==> config.mk <==
export PLATFORM = sky130hd
export DESIGN_NAME = uart_flow_endpoint
export DESIGN_NICKNAME = d
export VERILOG_FILES = /design/src/rtl/uart_flow_endpoint.sv
export SDC_FILE = /design/constraint.sdc
export NUM_CORES = 1
export LEC_CHECK = 0
export ABC_AREA = 0
export CORE_ASPECT_RATIO = 0.8
export CORE_MARGIN = 5
export CORE_UTILIZATION = 32
export DETAILED_ROUTE_END_ITERATION = 6
export SYNTH_ARGS = -nofsm -noshare
export SYNTH_HDL_FRONTEND = slang
export SYNTH_SLANG_ARGS = --single-unit
export TNS_END_PERCENT = 5
==> constraint.sdc <==
create_clock -name clk -period 2.7 [get_ports clk]
set_input_delay 0.27 -clock clk [delete_from_list [all_inputs] [get_ports clk]]
set_output_delay 0.27 -clock clk [all_outputs]
set_load 0.01 [all_outputs]
==> src/rtl/uart_flow_endpoint.sv <==
// UART link partner: 8N1 transmitter/receiver with RTS/CTS flow control,
// show-ahead RX FIFO and sticky framing/overflow error flag.
module uart_flow_endpoint #(
  parameter int CLK_DIV    = 16,
  parameter int FIFO_DEPTH = 4
) (
  input  logic       clk,
  input  logic       nReset,
  input  logic       tx_valid,
  input  logic [7:0] tx_data,
  output logic       tx_ready,
  output logic [7:0] rx_data,
  output logic       rx_valid,
  input  logic       rx_ready,
  input  logic       err_clr,
  input  logic       rx,
  output logic       tx,
  input  logic       cts,
  output logic       rts,
  output logic       err
);

  localparam int CNT_W = $clog2(CLK_DIV);
  localparam int PTR_W = $clog2(FIFO_DEPTH);
  localparam logic [CNT_W-1:0] BIT_LAST  = CNT_W'(CLK_DIV - 1);
  localparam logic [CNT_W-1:0] HALF_LAST = CNT_W'(CLK_DIV / 2 - 1);
  localparam logic [PTR_W:0]   FULL_CNT  = (PTR_W + 1)'(FIFO_DEPTH);
  localparam logic [PTR_W:0]   RTS_MAX   = (PTR_W + 1)'(FIFO_DEPTH - 2);

  typedef enum logic [1:0] {TX_IDLE, TX_START, TX_DATA, TX_STOP} tx_state_t;
  typedef enum logic [2:0] {RX_IDLE, RX_START, RX_DATA, RX_STOP, RX_WAIT_IDLE} rx_state_t;

  logic rx_meta, rx_sync, rx_prev;
  logic cts_meta, cts_sync;

  tx_state_t        tx_state;
  logic [7:0]       tx_shift;
  logic [CNT_W-1:0] tx_div;
  logic [2:0]       tx_bit;

  rx_state_t        rx_state;
  logic [7:0]       rx_shift;
  logic [CNT_W-1:0] rx_div;
  logic [2:0]       rx_bit;
  logic             rx_tick, rx_push, frame_err;

  logic [7:0]       mem [FIFO_DEPTH];
  logic [PTR_W-1:0] wr_ptr, rd_ptr;
  logic [PTR_W:0]   count, count_next;
  logic             pop, full, push_ok, overflow;

  always_ff @(posedge clk) begin
    if (!nReset) begin
      rx_meta  <= 1'b1;
      rx_sync  <= 1'b1;
      rx_prev  <= 1'b1;
      cts_meta <= 1'b0;
      cts_sync <= 1'b0;
    end else begin
      rx_meta  <= rx;
      rx_sync  <= rx_meta;
      rx_prev  <= rx_sync;
      cts_meta <= cts;
      cts_sync <= cts_meta;
    end
  end

  // tx_ready is loaded on the STOP-completion edge so a new handshake can land
  // on the very next edge (10*CLK_DIV+1 cycle spacing).
  always_ff @(posedge clk) begin
    if (!nReset) begin
      tx_state <= TX_IDLE;
      tx       <= 1'b1;
      tx_ready <= 1'b0;
      tx_shift <= '0;
      tx_div   <= '0;
      tx_bit   <= '0;
    end else begin
      case (tx_state)
        TX_IDLE: begin
          tx     <= 1'b1;
          tx_div <= '0;
          tx_bit <= '0;
          if (tx_valid && tx_ready) begin
            tx_shift <= tx_data;
            tx       <= 1'b0;
            tx_ready <= 1'b0;
            tx_state <= TX_START;
          end else begin
            tx_ready <= cts_sync;
          end
        end
        TX_START: begin
          if (tx_div == BIT_LAST) begin
            tx_div   <= '0;
            tx       <= tx_shift[0];
            tx_shift <= {1'b0, tx_shift[7:1]};
            tx_state <= TX_DATA;
          end else begin
            tx_div <= tx_div + 1'b1;
          end
        end
        TX_DATA: begin
          if (tx_div == BIT_LAST) begin
            tx_div <= '0;
            if (tx_bit == 3'd7) begin
              tx       <= 1'b1;
              tx_state <= TX_STOP;
            end else begin
              tx       <= tx_shift[0];
              tx_shift <= {1'b0, tx_shift[7:1]};
              tx_bit   <= tx_bit + 3'd1;
            end
          end else begin
            tx_div <= tx_div + 1'b1;
          end
        end
        TX_STOP: begin
          if (tx_div == BIT_LAST) begin
            tx_div   <= '0;
            tx_ready <= cts_sync;
            tx_state <= TX_IDLE;
          end else begin
            tx_div <= tx_div + 1'b1;
          end
        end
        default: tx_state <= TX_IDLE;
      endcase
    end
  end

  // Stop-bit outcome is decoded combinationally so the FIFO acts on the sample edge.
  always_comb begin
    rx_tick   = (rx_div == BIT_LAST);
    rx_push   = (rx_state == RX_STOP) && rx_tick && rx_sync;
    frame_err = (rx_state == RX_STOP) && rx_tick && !rx_sync;
  end

  always_ff @(posedge clk) begin
    if (!nReset) begin
      rx_state <= RX_IDLE;
      rx_shift <= '0;
      rx_div   <= '0;
      rx_bit   <= '0;
    end else begin
      case (rx_state)
        RX_IDLE: begin
          rx_div <= '0;
          rx_bit <= '0;
          if (rx_prev && !rx_sync) rx_state <= RX_START;
        end
        RX_START: begin
          if (rx_div == HALF_LAST) begin
            rx_div   <= '0;
            rx_state <= rx_sync ? RX_IDLE : RX_DATA;
          end else begin
            rx_div <= rx_div + 1'b1;
          end
        end
        RX_DATA: begin
          if (rx_tick) begin
            rx_div   <= '0;
            rx_shift <= {rx_sync, rx_shift[7:1]};
            if (rx_bit == 3'd7) rx_state <= RX_STOP;
            else                rx_bit   <= rx_bit + 3'd1;
          end else begin
            rx_div <= rx_div + 1'b1;
          end
        end
        RX_STOP: begin
          if (rx_tick) begin
            rx_div   <= '0;
            rx_state <= rx_sync ? RX_IDLE : RX_WAIT_IDLE;
          end else begin
            rx_div <= rx_div + 1'b1;
          end
        end
        RX_WAIT_IDLE: begin
          if (!rx_sync) begin
            rx_div <= '0;
          end else if (rx_tick) begin
            rx_div   <= '0;
            rx_state <= RX_IDLE;
          end else begin
            rx_div <= rx_div + 1'b1;
          end
        end
        default: rx_state <= RX_IDLE;
      endcase
    end
  end

  assign rx_valid = (count != '0);
  assign rx_data  = rx_valid ? mem[rd_ptr] : '0;

  always_comb begin
    pop        = rx_valid && rx_ready;
    full       = (count == FULL_CNT);
    push_ok    = rx_push && (!full || pop);
    overflow   = rx_push && full && !pop;
    count_next = count;
    if (push_ok && !pop)      count_next = count + 1'b1;
    else if (!push_ok && pop) count_next = count - 1'b1;
  end

  always_ff @(posedge clk) begin
    if (push_ok) mem[wr_ptr] <= rx_shift;
  end

  always_ff @(posedge clk) begin
    if (!nReset) begin
      wr_ptr <= '0;
      rd_ptr <= '0;
      count  <= '0;
      rts    <= 1'b0;
      err    <= 1'b0;
    end else begin
      if (push_ok) wr_ptr <= wr_ptr + 1'b1;
      if (pop)     rd_ptr <= rd_ptr + 1'b1;
      count <= count_next;
      rts   <= (count_next <= RTS_MAX);
      if (frame_err || overflow) err <= 1'b1;
      else if (err_clr)          err <= 1'b0;
    end
  end

endmodule

After elaboration in Yosys (flattened, before gate mapping). Memories as Yosys holds them, arrays and structs flattened. A register that Yosys moved wholly into a read port is not among the register bits. Index checks and enable logic that the tools add are counted.

$add $sub $neg: 8. Shift-type cells: 0. Multiply operators: 0. Reductions and logical operators: 36. Order comparisons: 1. Bitwise gates (word level): 0. Divide/modulo/power cells: 0. Eq/ne operators: 27. Multiplexer cells: 50.

Operators with widths (count): two-way mux 3 bit (14); two-way mux 8 bit (5); != test 2 bit, second input constant (14); case mux 8 bit (3 select lines) (1); two-way mux 2 bit (8); two-way mux 4 bit (4); case mux 4 bit (4 select lines) (1); case mux 3 bit (5 select lines) (1); == test 3 bit, second input constant (4); case mux 3 bit (2 select lines) (2); logical AND 1 bit (11); two-way mux 1 bit (10); AND reduction 5 bit (2); adder 3 x 1 -> 3 bit, second input constant (3); AND reduction 3 bit (3); adder 4 x 1 -> 4 bit, second input constant (2); == test 4 bit, second input constant (2); case mux 2 bit (4 select lines) (1); case mux 4 bit (2 select lines) (1); nonzero test 2 bit (4); AND reduction 7 bit (1); == test 3 x 2 -> 1 bit, second input constant (2); nonzero test 3 bit (2); adder 2 x 1 -> 2 bit, second input constant (2); 16 further kinds (22).

Latch bits: 0. Output and inout port bits: 13. Memories kept: 1. Word-level logic and storage cells: 143. Memory bits (read-only): 0. Bits of input ports: 15. Bits in writable memories: 32. Register bits after elaboration: 51.

Memory list: mem (words 4, width 8, rd ports 1, clocked after memory_dff 1, write ports 1, RTL line 47) `logic [7:0] mem [FIFO_DEPTH];`.

Longest topological paths before layout. Gate-level depths: netlist (run 1).

Depth in word-level cells: 9. Mapped depth: 7. Depth with buffers taken out: 7.

Worst setup path before layout (run 1). No wires, ideal clock.

Path type: flip-flop to flip-flop. Start: register rx_div[0]. End: memory mem[0][0], enable pin. Arrival time: 1.530 ns. Period minus slack after synthesis: 1.861 ns. Required time: 2.368 ns. Library setup time: 0.332 ns. Path slack: 0.839 ns. Path buffers: 0. Stages on the path, launching flop included: 5. Cells stage by stage: dfxtp_1 -> ha_1 -> nand3_4 -> nor4_4 -> and2_1.

Word-level cells in the longest chain between the ends: 6.

Ends and longest elaborated chain: from (decl) (RTL line 43) `logic [CNT_W-1:0] rx_div;`; from (signal assigned) (RTL line 157) `rx_div <= rx_div + 1'b1;`; from (signal assigned) (RTL line 167) `rx_div <= rx_div + 1'b1;`; from (signal assigned) (RTL line 175) `rx_div <= rx_div + 1'b1;`; == test 4 bit (RTL line 134) `rx_tick = (rx_div == BIT_LAST);`; logical AND 1 bit (2 in a row) (RTL line 135) `rx_push = (rx_state == RX_STOP) && rx_tick && rx_sync;`; logical AND 1 bit (RTL line 199) `push_ok = rx_push && (!full || pop);`; two-way mux 1 bit (RTL line 207) `if (push_ok) mem[wr_ptr] <= rx_shift;`; two-way mux 1 bit (implied by the code) (RTL line 207); to (decl) (RTL line 47).

Every way passes these cells.

==> flow_metrics.py, run 1 <==
metrics = {
    "min_path": {
        "hold_depth": 1,
        "min_path_type": "register to register",
    },
    "clock_tree": {
        "clk_pin_slew_ns": 0.06,
        "clk-insertion-delay-late_ns": 0.34,
        "h-tree-depth": 3,
        "cts_resized": 0,
        "hold_buffers": 0,
        "clock_sinks": 85,
        "cts_tree": "done",
        "post-cts-setup-buffers": 0,
        "clk_root_buffer_cell": "clkbuf_16",
        "cts_buffer_depth": 2,
        "cts_inserted_buffers": 9,
    },
    "sta": {
        "fin_setup_tns_ns": 0,
        "hold_viol": 0,
        "rsz0062_at_grt": "no",
        "period_minus_slack_ns": 2.51,
        "fin_crit_sh_pct": 93.0,
        "finalHoldWorstSlack_ns": 0.406,
        "clock_skew_ns": 0.00708,
        "fmax_mhz": 398,
        "worstMarginPinSlew_ns": 0.588,
        "slew_headroom_pct": 60.7,
        "slew_violations": 0,
        "setup_viol": 0,
    },
    "worst_setup_path": {
        "cp_top_family": "flip-flops",
        "rrSetupSlack_ns": 0.66,
        "start_kind": "register",
        "crit_chain": "mux4_2 > and2_1 > clkdlybuf4s50_1",
        "slowest_delay_ns": 0.70,
        "crit_end": "rx_data[7]",
        "critPathKind": "register to output pin",
        "arrival_ns": 2.24,
        "worstPathMaxFanout": 8,
        "r2r_end": "mem[3][6]$_DFFE_PP_",
        "crit_cells": 3,
        "endpoint_kind": "output pin",
        "crit_slowest_cell": "dfxtp_1",
        "required_ns": 2.43,
        "r2r_cells": 4,
        "cp_num_buf_inv": 1,
        "worstReg2RegStart": "rx_div[0]$_SDFFE_PN0P_",
    },
    "placed_design": {
        "place_congestion": 0.746,
        "port_buffers": 27,
        "hpwl_mm": 4.96,
    },
    "synthesis": {
        "synth_area_per_cell_um2": 11.2,
        "syn_inst": 343,
        "synth_area_leaders": "dfxtp_1 28%, edfxtp_1 25%, ha_1 5.9%",
        "synth_area_um2": 3840,
        "syn_nets": 376,
        "synth_edf_count": 32,
        "synth_cell_types": 52,
        "synth-main-ff-cell": "dfxtp_1",
        "synth_top_area_cell": "dfxtp_1",
        "yosys_warnings": 0,
        "yosysTopAreaCellShare_pct": 27.6,
        "async_flop_share_pct": 0,
        "ys_seq_area_share_pct": 52.6,
        "ys_ff_latch": 85,
    },
    "floorplanning": {
        "row_count": 35,
        "initial_core_util_pct": 33.0,
        "coreArea_um2": 11600,
        "ios": 28,
        "dieArea_um2": 14300,
        "die_h_um": 108,
        "die_w_um": 133,
    },
    "pwr": {
        "combPwrFrac_pct": 24.3,
        "power_density_nw_per_um2": 794,
        "p_int_w": 0.00258,
        "pwr-share-clk_pct": 34.2,
        "power.switching_w": 0.00104,
        "power_leakage_nw": 1.77,
        "p_seq_share_pct": 41.5,
        "p_sw_share_pct": 28.6,
        "vdd_ir_drop_max_uv": 420,
    },
    "cells_and_area": {
        "insertedDiodeCount": 0,
        "nFillCells": 1153,
        "layout_commonest_cell": "dfxtp_1",
        "finalNetCount": 402,
        "syn2layout_area_growth_pct": 18.5,
        "final_layout_size_suffix_gt1_share_pct": 11.5,
        "mostFrequentLayoutCells": "53 x dfxtp_1, 45 x nor2_1, 32 x edfxtp_1",
    },
    "routing": {
        "drtIter0Drc": 117,
        "wl_mm": 7.20,
        "vias": 2516,
        "viasPerCell": 4.83,
        "drc_errors": 0,
        "drt_pass1_iterations": 4,
        "ant_nets": 0,
        "wl_per_cell_um": 13.8,
    },
    "global_routing": {
        "antenna_found_initial": 0,
        "grt_pass1_wl_mm": 12.3,
        "grt.total_usage_pct": 10.9,
        "overflow": 0,
        "first_global_vias": 2489,
        "grt_max_degree": 25,
    },
    "outcome": {
        "status": "finished, final reports clean",
    },
    "flow_run": {
        "maxCapViolCount": 0,
    },
}
==> kinds of logic after synthesis <==
logic type | share of synthesized area, %
multiplexers | 12.0
AO/OA/AOI/OAI | 8.43
AND/OR/NAND/NOR | 16.7
buffers and inverters | 2.64
flip-flops | 52.6
adder cells (fa/ha/maj) | 5.86
XOR/XNOR | 1.82
==> flip-flops by register name, summed over array words and instances, names as in the netlist, 2 cells and up, named ones only <==
name      count
count         3
mem          32
rd_ptr        2
rx_bit        3
rx_div        4
rx_shift      8
rx_state      3
tx_bit        3
tx_div        4
tx_shift      8
tx_state      2
wr_ptr        2
==> power by group through the flow <==
stage               registers (W)  clock network, W  logic [W]
CTS                       0.00150           0.00128   0.000895
floorplan                 0.00150                 0   0.000660
finish                    0.00150           0.00124   0.000878
global placement          0.00153                 0   0.000879
global route              0.00152           0.00134   0.000982
detailed placement        0.00153                 0   0.000890
==> cell usage after synthesis, types with 5 or more instances <==
| library cell | number |
|---|---|
| dfxtp_1 | 53 |
| nor2_1 | 45 |
| edfxtp_1 | 32 |
| mux2i_1 | 20 |
| nand2_1 | 20 |
| and2_1 | 18 |
| ha_1 | 18 |
| a21oi_1 | 16 |
| nand3_1 | 11 |
| o21ai_0 | 11 |
| clkbuf_1 | 10 |
| inv_1 | 9 |
| mux4_2 | 8 |
| mux2_2 | 7 |
| nand2b_1 | 7 |
| xnor2_1 | 5 |
==> worst min path at each step <==
stage	end	startpoint
final	rx_sync$_SDFF_PN1_	rx_meta$_SDFF_PN1_
after global placement	rx_sync$_SDFF_PN1_	rx_meta$_SDFF_PN1_
after detailed placement	rx_sync$_SDFF_PN1_	rx_meta$_SDFF_PN1_
after floorplan	rx_sync$_SDFF_PN1_	nReset
after CTS	rx_sync$_SDFF_PN1_	rx_meta$_SDFF_PN1_
after global routing	rx_sync$_SDFF_PN1_	rx_meta$_SDFF_PN1_
==> through the flow <==
| stage | setup WS [ns] | cell area [um^2] | cells | power (W) | util (%) |
|---|---|---|---|---|---|
| after global routing | 0.0543 | 4550 | 521 | 0.00384 | 39.1 |
| after floorplan | 0.839 | 3840 | 343 | 0.00216 | - |
| after detailed placement | 0.508 | 4260 | 506 | 0.00242 | 36.5 |
| after global placement | 0.537 | 4260 | 506 | 0.00241 | 36.5 |
| after CTS | 0.130 | 4550 | 521 | 0.00368 | 39.1 |
| final | 0.190 | 4550 | 521 | 0.00362 | 39.1 |
==> area by class of cell <==
| type | instances | area (um^2) | area share [%] |
|---|---|---|---|
| flip-flops and latches | 85 | 2020 | 44.4 |
| multi-input cells | 233 | 1720 | 37.8 |
| repair buffers | 30 | 293 | 6.43 |
| clock buffers | 9 | 225 | 4.95 |
| well taps | 148 | 185 | 4.07 |
| clock inverters | 6 | 71.3 | 1.57 |
| inverters | 10 | 37.5 | 0.824 |
==> routing by layer <==
metal	up-vias	share of wire [%]	global-route usage (%)
met5	-	0	0
met4	0	1.2	3.26
met3	8	5.8	4.42
met2	50	47	17.9
met1	1182	46	13.2
li1	1276	-	-
==> worst register-to-register path, delay by kind of cell, from the launching register on <==
family / cells / cell delay, ns
simple gates: 3 / 0.99
flops: 1 / 0.39
fa+ha+maj: 1 / 0.30
(Power assumes the default switching activity.)
==> run 2: changes to the inputs <==
--- a/config.mk
+++ b/config.mk
@@ -6,10 +6,12 @@
 export NUM_CORES = 1
 export LEC_CHECK = 0
 export ABC_AREA = 0
+export CAP_MARGIN = 20
 export CORE_ASPECT_RATIO = 0.8
 export CORE_MARGIN = 5
 export CORE_UTILIZATION = 32
 export DETAILED_ROUTE_END_ITERATION = 6
+export GPL_ROUTABILITY_DRIVEN = 0
 export SYNTH_ARGS = -nofsm -noshare
 export SYNTH_HDL_FRONTEND = slang
 export SYNTH_SLANG_ARGS = --single-unit
==> results of run 2 <==
No change in the layout: final DEF, timing and power equal those of run 1.
